`src/rtl/sprite_fetch.sv`:
```
`default_nettype none
// sprite_fetch: per-line sequencer that walks the sorted sprite slots and
// fetches both tile bit-planes of each slot from VRAM for the sprite engine.
module sprite_fetch #(
  parameter int NUM_SLOTS = 10,
  parameter int SETTLE    = 1
) (
  input  logic        clk,
  input  logic        reset,
  input  logic        oam_start,
  input  logic        fetch_start,
  input  logic        abort,
  output logic        sort,
  output logic [3:0]  index,
  input  logic [10:0] spr_addr,
  output logic        vram_req,
  output logic [11:0] vram_addr,
  input  logic        vram_ack,
  input  logic [7:0]  vram_data,
  input  logic [7:0]  vram_data1,
  output logic [7:0]  data,
  output logic [7:0]  data1,
  output logic [1:0]  dvalid,
  output logic        busy,
  output logic        done
);

  typedef enum logic [2:0] {
    ST_IDLE,
    ST_SETTLE,
    ST_REQ0,
    ST_DV0,
    ST_REQ1,
    ST_DV1,
    ST_NEXT,
    ST_DONE
  } state_t;

  localparam logic [3:0] LAST_IDX   = 4'(NUM_SLOTS - 1);
  localparam logic [2:0] SETTLE_CNT = 3'(SETTLE);
  // With no settle time a new slot issues its first request immediately.
  localparam state_t     SLOT_ENTRY = (SETTLE == 0) ? ST_REQ0 : ST_SETTLE;

  state_t      state_q, state_d;
  logic [3:0]  index_q, index_d;
  logic [2:0]  cnt_q, cnt_d;
  logic [7:0]  data_q, data_d;
  logic [7:0]  data1_q, data1_d;
  logic        sort_q;

  always_ff @(posedge clk or posedge reset) begin
    if (reset) begin
      state_q <= ST_IDLE;
      index_q <= 4'd0;
      cnt_q   <= 3'd0;
      data_q  <= 8'd0;
      data1_q <= 8'd0;
      sort_q  <= 1'b0;
    end else begin
      state_q <= state_d;
      index_q <= index_d;
      cnt_q   <= cnt_d;
      data_q  <= data_d;
      data1_q <= data1_d;
      sort_q  <= oam_start;
    end
  end

  always_comb begin
    state_d = state_q;
    index_d = index_q;
    cnt_d   = cnt_q;
    data_d  = data_q;
    data1_d = data1_q;

    case (state_q)
      ST_IDLE: begin
        if (fetch_start) begin
          index_d = 4'd0;
          cnt_d   = SETTLE_CNT;
          state_d = SLOT_ENTRY;
        end
      end
      ST_SETTLE: begin
        cnt_d = cnt_q - 3'd1;
        if (cnt_q <= 3'd1) begin
          state_d = ST_REQ0;
        end
      end
      ST_REQ0: begin
        if (vram_ack) begin
          data_d  = vram_data;
          data1_d = vram_data1;
          state_d = ST_DV0;
        end
      end
      ST_DV0: state_d = ST_REQ1;
      ST_REQ1: begin
        if (vram_ack) begin
          data_d  = vram_data;
          data1_d = vram_data1;
          state_d = ST_DV1;
        end
      end
      ST_DV1: state_d = ST_NEXT;
      ST_NEXT: begin
        if (index_q == LAST_IDX) begin
          state_d = ST_DONE;
        end else begin
          index_d = index_q + 4'd1;
          cnt_d   = SETTLE_CNT;
          state_d = SLOT_ENTRY;
        end
      end
      ST_DONE: state_d = ST_IDLE;
      default: state_d = ST_IDLE;
    endcase

    // Abort wins over everything: drop any byte accepted this cycle and keep index.
    if (abort) begin
      state_d = ST_IDLE;
      index_d = index_q;
      data_d  = data_q;
      data1_d = data1_q;
    end
  end

  always_comb begin
    vram_req  = 1'b0;
    vram_addr = 12'h000;
    dvalid    = 2'b00;
    case (state_q)
      ST_REQ0: begin
        vram_req  = 1'b1;
        vram_addr = {spr_addr, 1'b0};
      end
      ST_REQ1: begin
        vram_req  = 1'b1;
        vram_addr = {spr_addr, 1'b1};
      end
      ST_DV0:  dvalid = 2'b01;
      ST_DV1:  dvalid = 2'b10;
      default: ;
    endcase
  end

  assign sort  = sort_q;
  assign index = index_q;
  assign data  = data_q;
  assign data1 = data1_q;
  assign busy  = (state_q != ST_IDLE);
  assign done  = (state_q == ST_DONE);

endmodule
`default_nettype wire

```
`config.mk`:
```
export PLATFORM = sky130hd
export DESIGN_NAME = sprite_fetch
export DESIGN_NICKNAME = d
export VERILOG_FILES = /design/src/rtl/sprite_fetch.sv
export SDC_FILE = /design/constraint.sdc
export NUM_CORES = 1
export LEC_CHECK = 0
export ABC_CLOCK_PERIOD_IN_PS = 5300
export BUFFER_PORTS_ARGS = -buffer_cell sky130_fd_sc_hd__buf_2
export CAP_MARGIN = 20
export CORE_AREA = 2 2 57 59
export CTS_BUF_LIST = sky130_fd_sc_hd__clkbuf_2
export DETAILED_ROUTE_END_ITERATION = 16
export DIE_AREA = 0 0 59 61
export PLACE_DENSITY = 0.92
export SLEW_MARGIN = 20
export SYNTH_ARGS = -nofsm -noshare
export SYNTH_HDL_FRONTEND = slang
export SYNTH_SLANG_ARGS = --single-unit
export TNS_END_PERCENT = 100
```
`constraint.sdc`:
```
create_clock -name clk -period 5.3 [get_ports clk]
set_input_delay 0.795 -clock clk [delete_from_list [all_inputs] [get_ports clk]]
set_output_delay 0.795 -clock clk [all_outputs]
set_load 0.1 [all_outputs]
```
# After elaboration in Yosys (flattened, before gate mapping)
# Index checks and enable logic that the tools add are counted.
# classes
addsub	2
magnitude_cmp	1
n_eq_ne	14
mux	15
bitwise	1
reduce_logical	9
# op_table
op	n
one-hot mux 12 bit (2 select lines)	1
one-hot mux 3 bit (8 select lines)	1
2-to-1 mux 3 bit	7
equality test 3 bit, second input constant	4
inequality test 3 bit, second input constant	4
one-hot mux 3 bit (3 select lines)	1
2-to-1 mux 4 bit	2
one-hot mux 4 bit (2 select lines)	1
AND reduction 4 bit	2
equality test 3 x 2 -> 1 bit, second input constant	2
AND reduction 3 bit	2
nonzero test 3 bit	2
adder 4 x 1 -> 4 bit, second input constant	1
equality test 4 bit, second input constant	1
inequality test 2 bit, second input constant	2
one-hot mux 2 bit (2 select lines)	1
equality test 3 x 1 -> 1 bit, second input constant	1
<= comparator 3 x 1 -> 1 bit, second input constant	1
logical NOT 3 bit	1
subtractor 3 x 1 -> 3 bit, second input constant	1
nonzero test 2 bit	1
OR reduction 2 bit	1
2-to-1 mux 1 bit	1
inverter 1 bit	1
# totals
ff_bits	27
in_bits	33
output_inout_bits	38
wordCells	48

# Logic depth before layout (Yosys ltp)
# Gate-level depths: netlist of the first run.
# depth
word_depth	4
mapped_depth	6
depth_no_buf	6

# Worst setup path before layout of the first run
# Ideal clock, no wire load.
# synth_timing
path_type	reg2out
from	register state_q[1]
to	output vram_addr[0]
arrival_ns	2.759
required_time_ns	4.505
setup_slack_ns	1.746
path_stages_with_launch	4
n_path_buf	2
path_cell_list	dfrtp_1 buf_4 clkbuf_1 nor3_1
# synth_via
elab_chain_len	2
word_cells_on_any_way	3
cone_classes	eq/ne (2); mux (1)
# synth_lines
element	line	rtl
from (decl)	44	state_t state_q, state_d;
from (signal assigned)	60	state_q <= state_d;
equality test 3 bit or equality test 3 x 2 -> 1 bit (tied branches)	132	case (state_q)
one-hot mux 12 bit (2 select lines) *	132	
to (decl)	17	output logic [11:0] vram_addr,
# Every way passes the cells marked *; elsewhere a longest branch is shown, timed or not.

# Worst setup path in the final report of the first run
# layout_timing
from	register state_q[1]
to	output vram_addr[6]
# Same word-level chain as after synthesis.

==> flow_metrics.py, run 1 <==
metrics = {
    "route": {
        "post_drt_via_cell_ratio": 5.288,
        "wl_per_cell_um": 13.27,
        "drt_pre_antenna_iters": 4,
        "first_iter_violations": 16,
        "drt_wl_total_um": 3039,
        "final_antenna_net_count": 0,
        "via_count": 1211,
        "drc_errors": 0,
    },
    "cts": {
        "cts-htree-levels": 1,
        "path_clk_slew_ns": 0.25,
        "clock_latency_ns": 0.37,
        "cts_hold_buf": 0,
        "cts_buffers": 3,
        "cts_resized": 0,
        "ctsRootBufferMaster": "clkbuf_2",
        "cts_tree": "yes",
        "clockBufferDepth": 2,
        "cts_sinks": 27,
        "cts_setup_buffers": 0,
    },
    "sta": {
        "fin_crit_sh_pct": 58.74,
        "setup_viol": 0,
        "drv_slew": 0,
        "worst_slew_pin_slew_ns": 0.9941,
        "layout_min_cycle_time_ns": 3.113,
        "fin_tns_setup_ns": 0,
        "fmax_mhz": 321.2,
        "finalHoldViolations": 0,
        "slew-limit-headroom_pct": 33.45,
        "clock_skew_ns": 0.002822,
        "rsz0062_at_grt": "false",
    },
    "place": {
        "globalplace.congestion": 0.8358,
        "dpl.hpwl_um": 2378,
        "port-buffer-count": 70,
        "dp.cells": 224,
    },
    "floorplanning": {
        "coreArea_um2": 2953,
        "initial_core_util_pct": 47.58,
        "fp.dieH_um": 61,
        "die_w_um": 59,
        "ios": 71,
        "rows": 20,
        "die-area_um2": 3599,
    },
    "grt": {
        "grt_pass1_wl_um": 4988,
        "grt_pass1_vias": 1193,
        "grt_start_max_net_pins": 28,
        "grt_overflow": 0,
        "antenna_found_initial": 0,
        "track_usage_pct": 18.63,
    },
    "yosys": {
        "postSynthCellCount": 128,
        "synth_area_um2": 1405,
        "synth-edff-count": 0,
        "ys_ff_latch": 27,
        "ys_types": 33,
        "async_flop_share_pct": 100.0,
        "yosysSeqAreaShare_pct": 48.09,
        "synth_area_per_cell_um2": 10.98,
        "synth_ff_type": "dfrtp_1",
        "syn_nets": 165,
        "yosys_warnings": 0,
    },
    "worst_setup_path": {
        "cpPeakStageDelay_ns": 0.67,
        "worstPathRequired_ns": 4.51,
        "cp_max_fo": 16,
        "crit_chain": "xnor2_1 -> nor2_1 -> and2_1 -> buf_2",
        "startpoint_type": "flop",
        "slowest_stage": "dfrtp_1",
        "worstPathArrival_ns": 2.32,
        "crit_path_end_kind": "primary output",
        "critical_path_class": "flop to primary output",
    },
    "layout": {
        "mostFrequentLayoutCell": "buf_2",
        "fin_nets": 234,
        "diodes": 0,
        "synthToLayoutAreaGrowth_pct": 27.87,
        "final_cells": 229,
        "layout_common_cells": "buf_2 (70), dfrtp_1 (27), mux2_2 (16)",
        "drive_above_1_share_pct": 47.45,
    },
    "outcome": {
        "status": "finished clean",
    },
    "min_path": {
        "min_path_type": "primary input to asynchronous set/reset pin",
    },
    "job": {
        "cap_viol_max_count": 0,
    },
}
## state kept, by name, indices dropped and copies added (netlist names)
signal / flops
index: 4
sort: 1
data: 8
cnt_q: 3
state_q: 3
data1: 8
## logic make-up (layout without fill, tap and decap cells)
group                      count (synthesis)  in the layout  share of synthesized area [%]
muxes                                     17             17                          13.54
buffers and inverters                     13             81                          4.274
xor gates and xnor gates                   1              1                         0.6234
DFF                                       27             27                          48.09
AOI/OAI and AO/OA                         23             23                          11.67
adders and majority gates                  4              4                          3.562
and+or+nand+nor                           43             43                          18.25
## worst max-delay path: cells and delay by family (launching register included)
family / cells / cell delay (ns)
simple gates: 2 / 0.65
flops: 1 / 0.67
xor+xnor: 1 / 0.21
buf+inv: 1 / 0.43
## through the flow
step,hold slack (ns),utilization [%],worst slack (ns),cell area (um^2)
after floorplan,0.5321,-,1.746,1405
after global placement,0.4854,59.58,2.750,1759
after detailed placement,0.4898,59.58,2.646,1759
after CTS,0.4819,60.34,2.176,1782
after global routing,0.2145,60.85,2.005,1797
final,0.2648,60.85,2.187,1797
## synth_stat cells (3+ instances only)
cell type / instances / share of area [%]
o21ai_0: 3 / 1.1
ha_1: 4 / 3.6
nand2_1: 3 / 0.80
and2_1: 13 / 5.8
dfrtp_1: 27 / 48
nor3_1: 3 / 1.1
mux2_2: 16 / 13
a21oi_1: 6 / 2.1
nor2_1: 9 / 2.4
inv_1: 6 / 1.6
clkbuf_1: 5 / 1.3
nand2b_1: 4 / 1.8
## final timing paths
kind / slack [ns] / startpoint / cells past startpoint / endpoint
worst max-delay path: 2.19 / state_q[1]$_DFFE_PP0P_ / 4 / vram_addr[6]
worst min-delay path: 0.26 / reset / 2 / sort$_DFF_PP0_
worst max register to register: 3.07 / state_q[1]$_DFFE_PP0P_ / 3 / data1[0]$_DFFE_PP0P_
worst min register to register: 0.54 / data[6]$_DFFE_PP0P_ / 1 / data[6]$_DFFE_PP0P_
max in group asynchronous: 4.66 / reset / 3 / state_q[0]$_DFFE_PP0P_
min in group clk: 0.50 / oam_start / 1 / sort$_DFF_PP0_
## metal layers
metal	GRT usage [%]	part of all wire, %
met4	8.117	1.3
met5	0	0
met3	4.264	7.1
met1	19.75	40
met2	35.24	52
## final cells by class
type                       count  area, um^2
clock inverter                 1       7.507
multi-input combinational     88       669.4
fill                         281        1156
tap                           33       41.29
inverter                       6       22.52
timing repair buffer          71       365.4
clock buffer                   3       15.01
sequential                    27       675.6
Power of run 1 is not shown: default switching activity piles up to over one toggle a cycle in this logic, so the estimate is an artifact.
==> inputs of run 2 (changes only) <==
--- a/config.mk
+++ b/config.mk
@@ -5,14 +5,15 @@
 export SDC_FILE = /design/constraint.sdc
 export NUM_CORES = 1
 export LEC_CHECK = 0
-export ABC_CLOCK_PERIOD_IN_PS = 5300
+export ABC_AREA = 1
+export ABC_CLOCK_PERIOD_IN_PS = 3160
 export BUFFER_PORTS_ARGS = -buffer_cell sky130_fd_sc_hd__buf_2
 export CAP_MARGIN = 20
-export CORE_AREA = 2 2 57 59
+export CORE_AREA = 2 2 59 61
 export CTS_BUF_LIST = sky130_fd_sc_hd__clkbuf_2
 export DETAILED_ROUTE_END_ITERATION = 16
-export DIE_AREA = 0 0 59 61
-export PLACE_DENSITY = 0.92
+export DIE_AREA = 0 0 61 63
+export PLACE_DENSITY = 0.89
 export SLEW_MARGIN = 20
 export SYNTH_ARGS = -nofsm -noshare
 export SYNTH_HDL_FRONTEND = slang
==> constraint.sdc (replaced) <==
create_clock -name clk -period 3.16 [get_ports clk]
set_input_delay 0.474 -clock clk [delete_from_list [all_inputs] [get_ports clk]]
set_output_delay 0.474 -clock clk [all_outputs]
set_load 0.1 [all_outputs]
==> run 2 against run 1 <==
Compared with the run above:
- global-route usage shrank 1.1 points
- first-iteration DRC count grew to 3.3 times the previous value
- flip-flop and latch count is the same
- highest routed layer unchanged
- wire length grew 3.3%
- critical path type unchanged
- cell count grew 33%
- via count grew 15%
- core utilization shrank 1.6 points
==> flow_metrics.py, run 2 <==
metrics = {
    "worst_setup_path": {
        "crit_path_end_kind": "primary output",
        "worstPathArrival_ns": 1.98,
        "critical_path_class": "flop to primary output",
        "startpoint_type": "flop",
        "worstPathRequired_ns": 2.69,
        "cp_max_fo": 11,
    },
    "yosys": {
        "synth_xor_area_share_pct": 1.763,
        "synth-edff-count": 0,
        "yosys_warnings": 0,
        "postSynthCellCount": 187,
        "netlist_top_cells_count": "inv_1 (40), nand2_1 (34), dfrtp_1 (27)",
        "syn_nets": 224,
        "synthAdderAreaFrac_pct": 3.359,
        "yosysSeqAreaShare_pct": 45.34,
        "synth.most_common_cell": "inv_1",
        "synth_mux_area_share_pct": 0,
        "yosys.area.top_type": "dfrtp_1",
        "synth_area_leaders": "dfrtp_1 (45%), inv_1 (10%), nand2_1 (8.6%)",
        "synth_area_per_cell_um2": 7.969,
        "synth_top_area_share_pct": 45.34,
        "async_flop_share_pct": 100.0,
        "synth_area_um2": 1490,
        "synth_ff_type": "dfrtp_1",
        "synth_top_family_by_area": "simple AND/OR/NAND/NOR gates",
        "ys_ff_latch": 27,
        "ys_types": 23,
        "synthSimpleGateAreaFrac_pct": 24.94,
        "synth_compound_area_share_pct": 11.42,
    },
    "cts": {
        "cts-htree-levels": 1,
        "clock_latency_ns": 0.34,
        "cts_buffers": 3,
        "cts_tree": "yes",
        "cts_resized": 0,
        "cts_sinks": 27,
        "path_clk_slew_ns": 0.23,
        "ctsRootBufferMaster": "clkbuf_2",
        "clockBufferDepth": 2,
    },
    "floorplanning": {
        "die-area_um2": 3843,
        "initial_core_util_pct": 46.11,
        "ios": 71,
        "die_w_um": 61,
        "coreArea_um2": 3232,
        "fp.dieH_um": 63,
        "rows": 21,
    },
    "route": {
        "wl_per_cell_um": 10.29,
        "final_antenna_net_count": 0,
        "via_count": 1391,
        "post_drt_via_cell_ratio": 4.561,
        "drt_pre_antenna_iters": 4,
        "drc_errors": 0,
        "first_iter_violations": 52,
        "drt_wl_total_um": 3139,
    },
    "place": {
        "globalplace.congestion": 0.8602,
        "dpl_cell_area_um2": 1859,
        "dpl.hpwl_um": 2515,
        "dp.cells": 299,
        "port-buffer-count": 70,
    },
    "layout": {
        "diodes": 0,
        "postLayoutCellArea_um2": 1914,
        "final_cells": 305,
        "layout_common_cells": "buf_2 (70), inv_1 (39), nand2_1 (34)",
        "drive_above_1_share_pct": 37.84,
        "fill_cells": 305,
        "mostFrequentLayoutCell": "buf_2",
        "synthToLayoutAreaGrowth_pct": 28.46,
        "fin_nets": 297,
    },
    "sta": {
        "setup_viol": 0,
        "holdWs_ns": 0.2231,
        "fmax_mhz": 408.0,
        "layout_min_cycle_time_ns": 2.451,
        "clock_skew_ns": 0.005329,
        "slew-limit-headroom_pct": 67.39,
        "fin_tns_setup_ns": 0,
        "rsz0062_at_grt": "false",
        "drv_slew": 0,
        "finalHoldViolations": 0,
        "worst_slew_pin_slew_ns": 0.4925,
        "fin_crit_sh_pct": 77.56,
    },
    "outcome": {
        "status": "finished clean",
    },
    "grt": {
        "grt_pass1_wl_um": 5181,
        "antenna_found_initial": 0,
        "track_usage_pct": 17.55,
        "grt_start_max_net_pins": 33,
        "grt_pass1_vias": 1273,
        "grt_overflow": 0,
    },
    "job": {
        "cap_viol_max_count": 0,
    },
    "min_path": {
        "min_path_type": "primary input to flop",
    },
}
run 2: cell types whose count changed after synthesis, moves of 4 or more:
cell | before | now
o21ai_2 | 0 | 10
o21ai_1 | 0 | 10
inv_1 | 6 | 40
nor2_1 | 9 | 23
a21oi_1 | 6 | 2
nand3_1 | 2 | 9
nand2_1 | 3 | 34
mux2_2 | 16 | 0
and2_1 | 13 | 0
nand2b_1 | 4 | 0
clkbuf_1 | 5 | 0
run 2: kinds of logic (layout without fill, tap and decap cells):
| kind of cell | count (synthesis) | count (layout) |
|---|---|---|
| simple gates | 81 | 81 |
| buf+inv | 46 | 118 |
| flops | 27 | 27 |
| xor+xnor | 3 | 3 |
| compound gates | 26 | 26 |
| fa+ha+maj | 4 | 4 |
run 2: timing repair:
item | in CTS | in global routing
buffers inserted | 0 | 0
hold endpoints to repair | 0 | 5
hold buffers | 0 | 1
run 2: stage by stage:
| stage | util (%) | setup slack [ns] |
|---|---|---|
| finish | 59.23 | 0.7091 |
| global route | 59.23 | 0.4584 |
| CTS | 58.15 | 0.6715 |
| detailed placement | 57.53 | 1.113 |
| global placement | 57.53 | 1.205 |
| floorplan | - | 0.08415 |
run 2: layer usage:
layer | GRT usage, % | wire length, um
met1 | 21.02 | 1352
met2 | 30.91 | 1469
met3 | 2.692 | 262
met4 | 5.978 | 55
met5 | 0 | 0
run 2: area by class of cell:
| class | instances | area, um^2 | area share (%) |
|---|---|---|---|
| flip-flops and latches | 27 | 675.6 | 35.29 |
| well taps | 46 | 57.56 | 3.007 |
| clock buffers | 4 | 20.02 | 1.046 |
| repair buffers | 72 | 385.4 | 20.13 |
| multi-input cells | 114 | 618.1 | 32.29 |
| inverters | 42 | 157.7 | 8.235 |
run 2: path summary, 6_finish.rpt:
path | startpoint | endpoint | slack, ns | cells past startpoint
max | state_q[0]$_DFFE_PP0P_ | vram_addr[11] | 0.71 | 6
min | oam_start | sort$_DFF_PP0_ | 0.22 | 1
max reg2reg | state_q[0]$_DFFE_PP0P_ | data[5]$_DFFE_PP0P_ | 1.55 | 6
min reg2reg | data[7]$_DFFE_PP0P_ | data[7]$_DFFE_PP0P_ | 0.51 | 2
max in group asynchronous | reset | data1[5]$_DFFE_PP0P_ | 2.25 | 4
min in group asynchronous | reset | sort$_DFF_PP0_ | 0.53 | 3
run 2: worst max-delay path: stages (launching register included):
cell and delay (ns):
dfrtp_1 0.49, nor2_2 0.19, nand2_1 0.15, nand2_4 0.12
inv_1 0.14, nor2_1 0.12, buf_2 0.43
Power of run 2 is left out for the same reason.
==> inputs of run 3 (changes only) <==
==> config.mk (replaced) <==
export PLATFORM = sky130hd
export DESIGN_NAME = sprite_fetch
export DESIGN_NICKNAME = d
export VERILOG_FILES = /design/src/rtl/sprite_fetch.sv
export SDC_FILE = /design/constraint.sdc
export NUM_CORES = 1
export LEC_CHECK = 0
export ABC_AREA = 0
export ABC_CLOCK_PERIOD_IN_PS = 2050
export BUFFER_PORTS_ARGS = -buffer_cell sky130_fd_sc_hd__buf_2
export CAP_MARGIN = 20
export CORE_AREA = 2 2 61 63
export CTS_BUF_LIST = sky130_fd_sc_hd__clkbuf_2
export DETAILED_ROUTE_END_ITERATION = 16
export DIE_AREA = 0 0 63 65
export PLACE_DENSITY = 0.85
export SLEW_MARGIN = 20
export SYNTH_ARGS = -nofsm -noshare
export SYNTH_HDL_FRONTEND = slang
export SYNTH_SLANG_ARGS = --single-unit
export TNS_END_PERCENT = 100
==> constraint.sdc (replaced) <==
create_clock -name clk -period 2.05 [get_ports clk]
set_input_delay 0.3075 -clock clk [delete_from_list [all_inputs] [get_ports clk]]
set_output_delay 0.3075 -clock clk [all_outputs]
set_load 0.1 [all_outputs]
==> run 3 against run 2 <==
Compared with the run above:
- global-route usage fell by 2.1 points
- worst hold slack got worse by 0.062 ns
- sequential share of layout area fell by 3.4 points
- critical path depth fell by 2
- worst setup slack got worse by 0.59 ns
- core utilization rose by 1.7 points
- cell count fell by 17%
- via count fell by 12%
- register-to-register slack got worse by 1.3 ns
- largest cell class is now multi-input gates
==> flow_metrics.py, run 3 (synthesis results as in run 1) <==
metrics = {
    "place": {
        "port-buffer-count": 70,
        "globalplace.congestion": 0.8242,
        "dpl.hpwl_um": 2500,
    },
    "layout": {
        "layout_common_cells": "buf_2 (53), dfrtp_1 (25), mux2_2 (16)",
        "fin_util_pct": 60.92,
        "diodes": 0,
        "fin_nets": 243,
        "mostFrequentLayoutCell": "buf_2",
        "drive_above_1_share_pct": 56.59,
        "synthToLayoutAreaGrowth_pct": 51.56,
    },
    "floorplanning": {
        "ios": 71,
        "coreArea_um2": 3496,
        "rows": 22,
        "fp.dieH_um": 65,
        "initial_core_util_pct": 40.19,
        "die_w_um": 63,
        "die-area_um2": 4095,
    },
    "cts": {
        "clockBufferDepth": 2,
        "path_clk_slew_ns": 0.24,
        "cts_buffers": 3,
        "cts_sinks": 27,
        "cts-htree-levels": 1,
        "ctsRootBufferMaster": "clkbuf_2",
        "clock_latency_ns": 0.35,
        "cts_tree": "yes",
    },
    "worst_setup_path": {
        "cp_max_fo": 12,
        "startpoint_type": "flop",
        "critical_path_class": "flop to primary output",
        "crit_buf_inv": 1,
        "crit_chain": "xnor2_2 -> nor2_4 -> and2_1 -> buf_12",
        "cpPeakStageDelay_ns": 0.46,
        "slowest_stage": "dfrtp_1",
        "crit_path_end_kind": "primary output",
        "worstPathArrival_ns": 1.63,
        "worstPathRequired_ns": 1.74,
        "crit_family": "flip-flops",
    },
    "route": {
        "post_drt_via_cell_ratio": 4.854,
        "wl_per_cell_um": 12.48,
        "drt_pre_antenna_iters": 4,
        "drc_errors": 0,
        "via_count": 1228,
        "drt_wl_total_um": 3157,
        "final_antenna_net_count": 0,
        "first_iter_violations": 39,
    },
    "grt": {
        "grt_pass1_vias": 1185,
        "grt_overflow": 0,
        "track_usage_pct": 15.43,
        "met3_usage_pct": 3.646,
        "antenna_found_initial": 0,
        "grt_start_max_net_pins": 17,
        "busiest_layer": "met2",
        "use_met1_pct": 17.50,
        "grt_pass1_wl_um": 5085,
        "grt_use_met2_pct": 28.59,
    },
    "sta": {
        "slew-limit-headroom_pct": 67.36,
        "fmax_mhz": 517.1,
        "setup_viol": 0,
        "clock_skew_ns": 0.01550,
        "finalHoldViolations": 0,
        "layout_min_cycle_time_ns": 1.934,
        "worst_slew_pin_slew_ns": 0.4930,
        "rsz0062_at_grt": "true",
        "drv_slew": 0,
        "fin_crit_sh_pct": 94.34,
    },
    "min_path": {
        "min_path_type": "primary input to flop",
    },
    "job": {
        "cap_viol_max_count": 0,
    },
    "outcome": {
        "status": "finished clean",
    },
}
run 3: cell types whose count changed in the layout (fill, tap and decap cells not counted), moves of 4 or more:
cell      delta
nand2b_1     +4
o21ai_1     -10
buf_12      +13
a21oi_1      +4
and2_1       +4
inv_1       -34
buf_2       -17
mux2_2      +16
and2_2       +7
nand3_1      -7
o21ai_2     -10
nand2_1     -31
nor2_1      -16
buf_4       +11
run 3: layout make-up:
class | count | area [um^2]
Fill cell | 298 | 1366
Timing Repair Buffer | 80 | 639.4
Clock inverter | 1 | 5.005
Sequential cell | 27 | 678.2
Clock buffer | 3 | 15.01
Inverter | 6 | 26.28
Tap cell | 48 | 60.06
Multi-Input combinational cell | 88 | 705.7
run 3: repair_timing:
action | 4_1_cts | 5_1_grt
hold endpoints to repair | 11 | 1
pin swaps | 0 | 2
buffers inserted | 0 | 3
endpoints found under the setup margin | 12 | 14
resized for setup | 6 | 5
hold buffers | 1 | 1
run 3: per-stage QoR:
| step | cells | instance area, um^2 | TNS [ns] | setup WS [ns] | hold WS, ns |
|---|---|---|---|---|---|
| after floorplan | 128 | 1431 | -0.1467 | -0.1467 | 0.3389 |
| after global placement | 244 | 2033 | 0 | 0.2555 | 0.3349 |
| after CTS | 249 | 2086 | 0 | 0.02116 | 0.01999 |
| after detailed placement | 244 | 2033 | 0 | 0.1728 | 0.3421 |
| final | 253 | 2130 | 0 | 0.1160 | 0.1608 |
| after global routing | 253 | 2130 | -0.1598 | -0.04046 | 0.09677 |
run 3: layer usage:
layer / routed length [um] / vias up
met5: 0 / -
met4: 25 / 0
met3: 244 / 4
met2: 1579 / 51
met1: 1308 / 570
li1: - / 603
run 3: final timing paths:
kind	startpoint	endpoint	slack [ns]	depth (start not counted)
max	state_q[2]$_DFFE_PP0P_	vram_addr[1]	0.12	4
min	vram_data[3]	data[3]$_DFFE_PP0P_	0.16	2
max reg2reg	state_q[2]$_DFFE_PP0P_	index[1]$_DFFE_PP0P_	0.25	6
min reg2reg	data[5]$_DFFE_PP0P_	data[5]$_DFFE_PP0P_	0.53	1
max in group asynchronous	reset	data1[7]$_DFFE_PP0P_	1.01	4
min in group asynchronous	reset	index[0]$_DFFE_PP0P_	0.47	3
Power of run 3 is left out for the same reason.
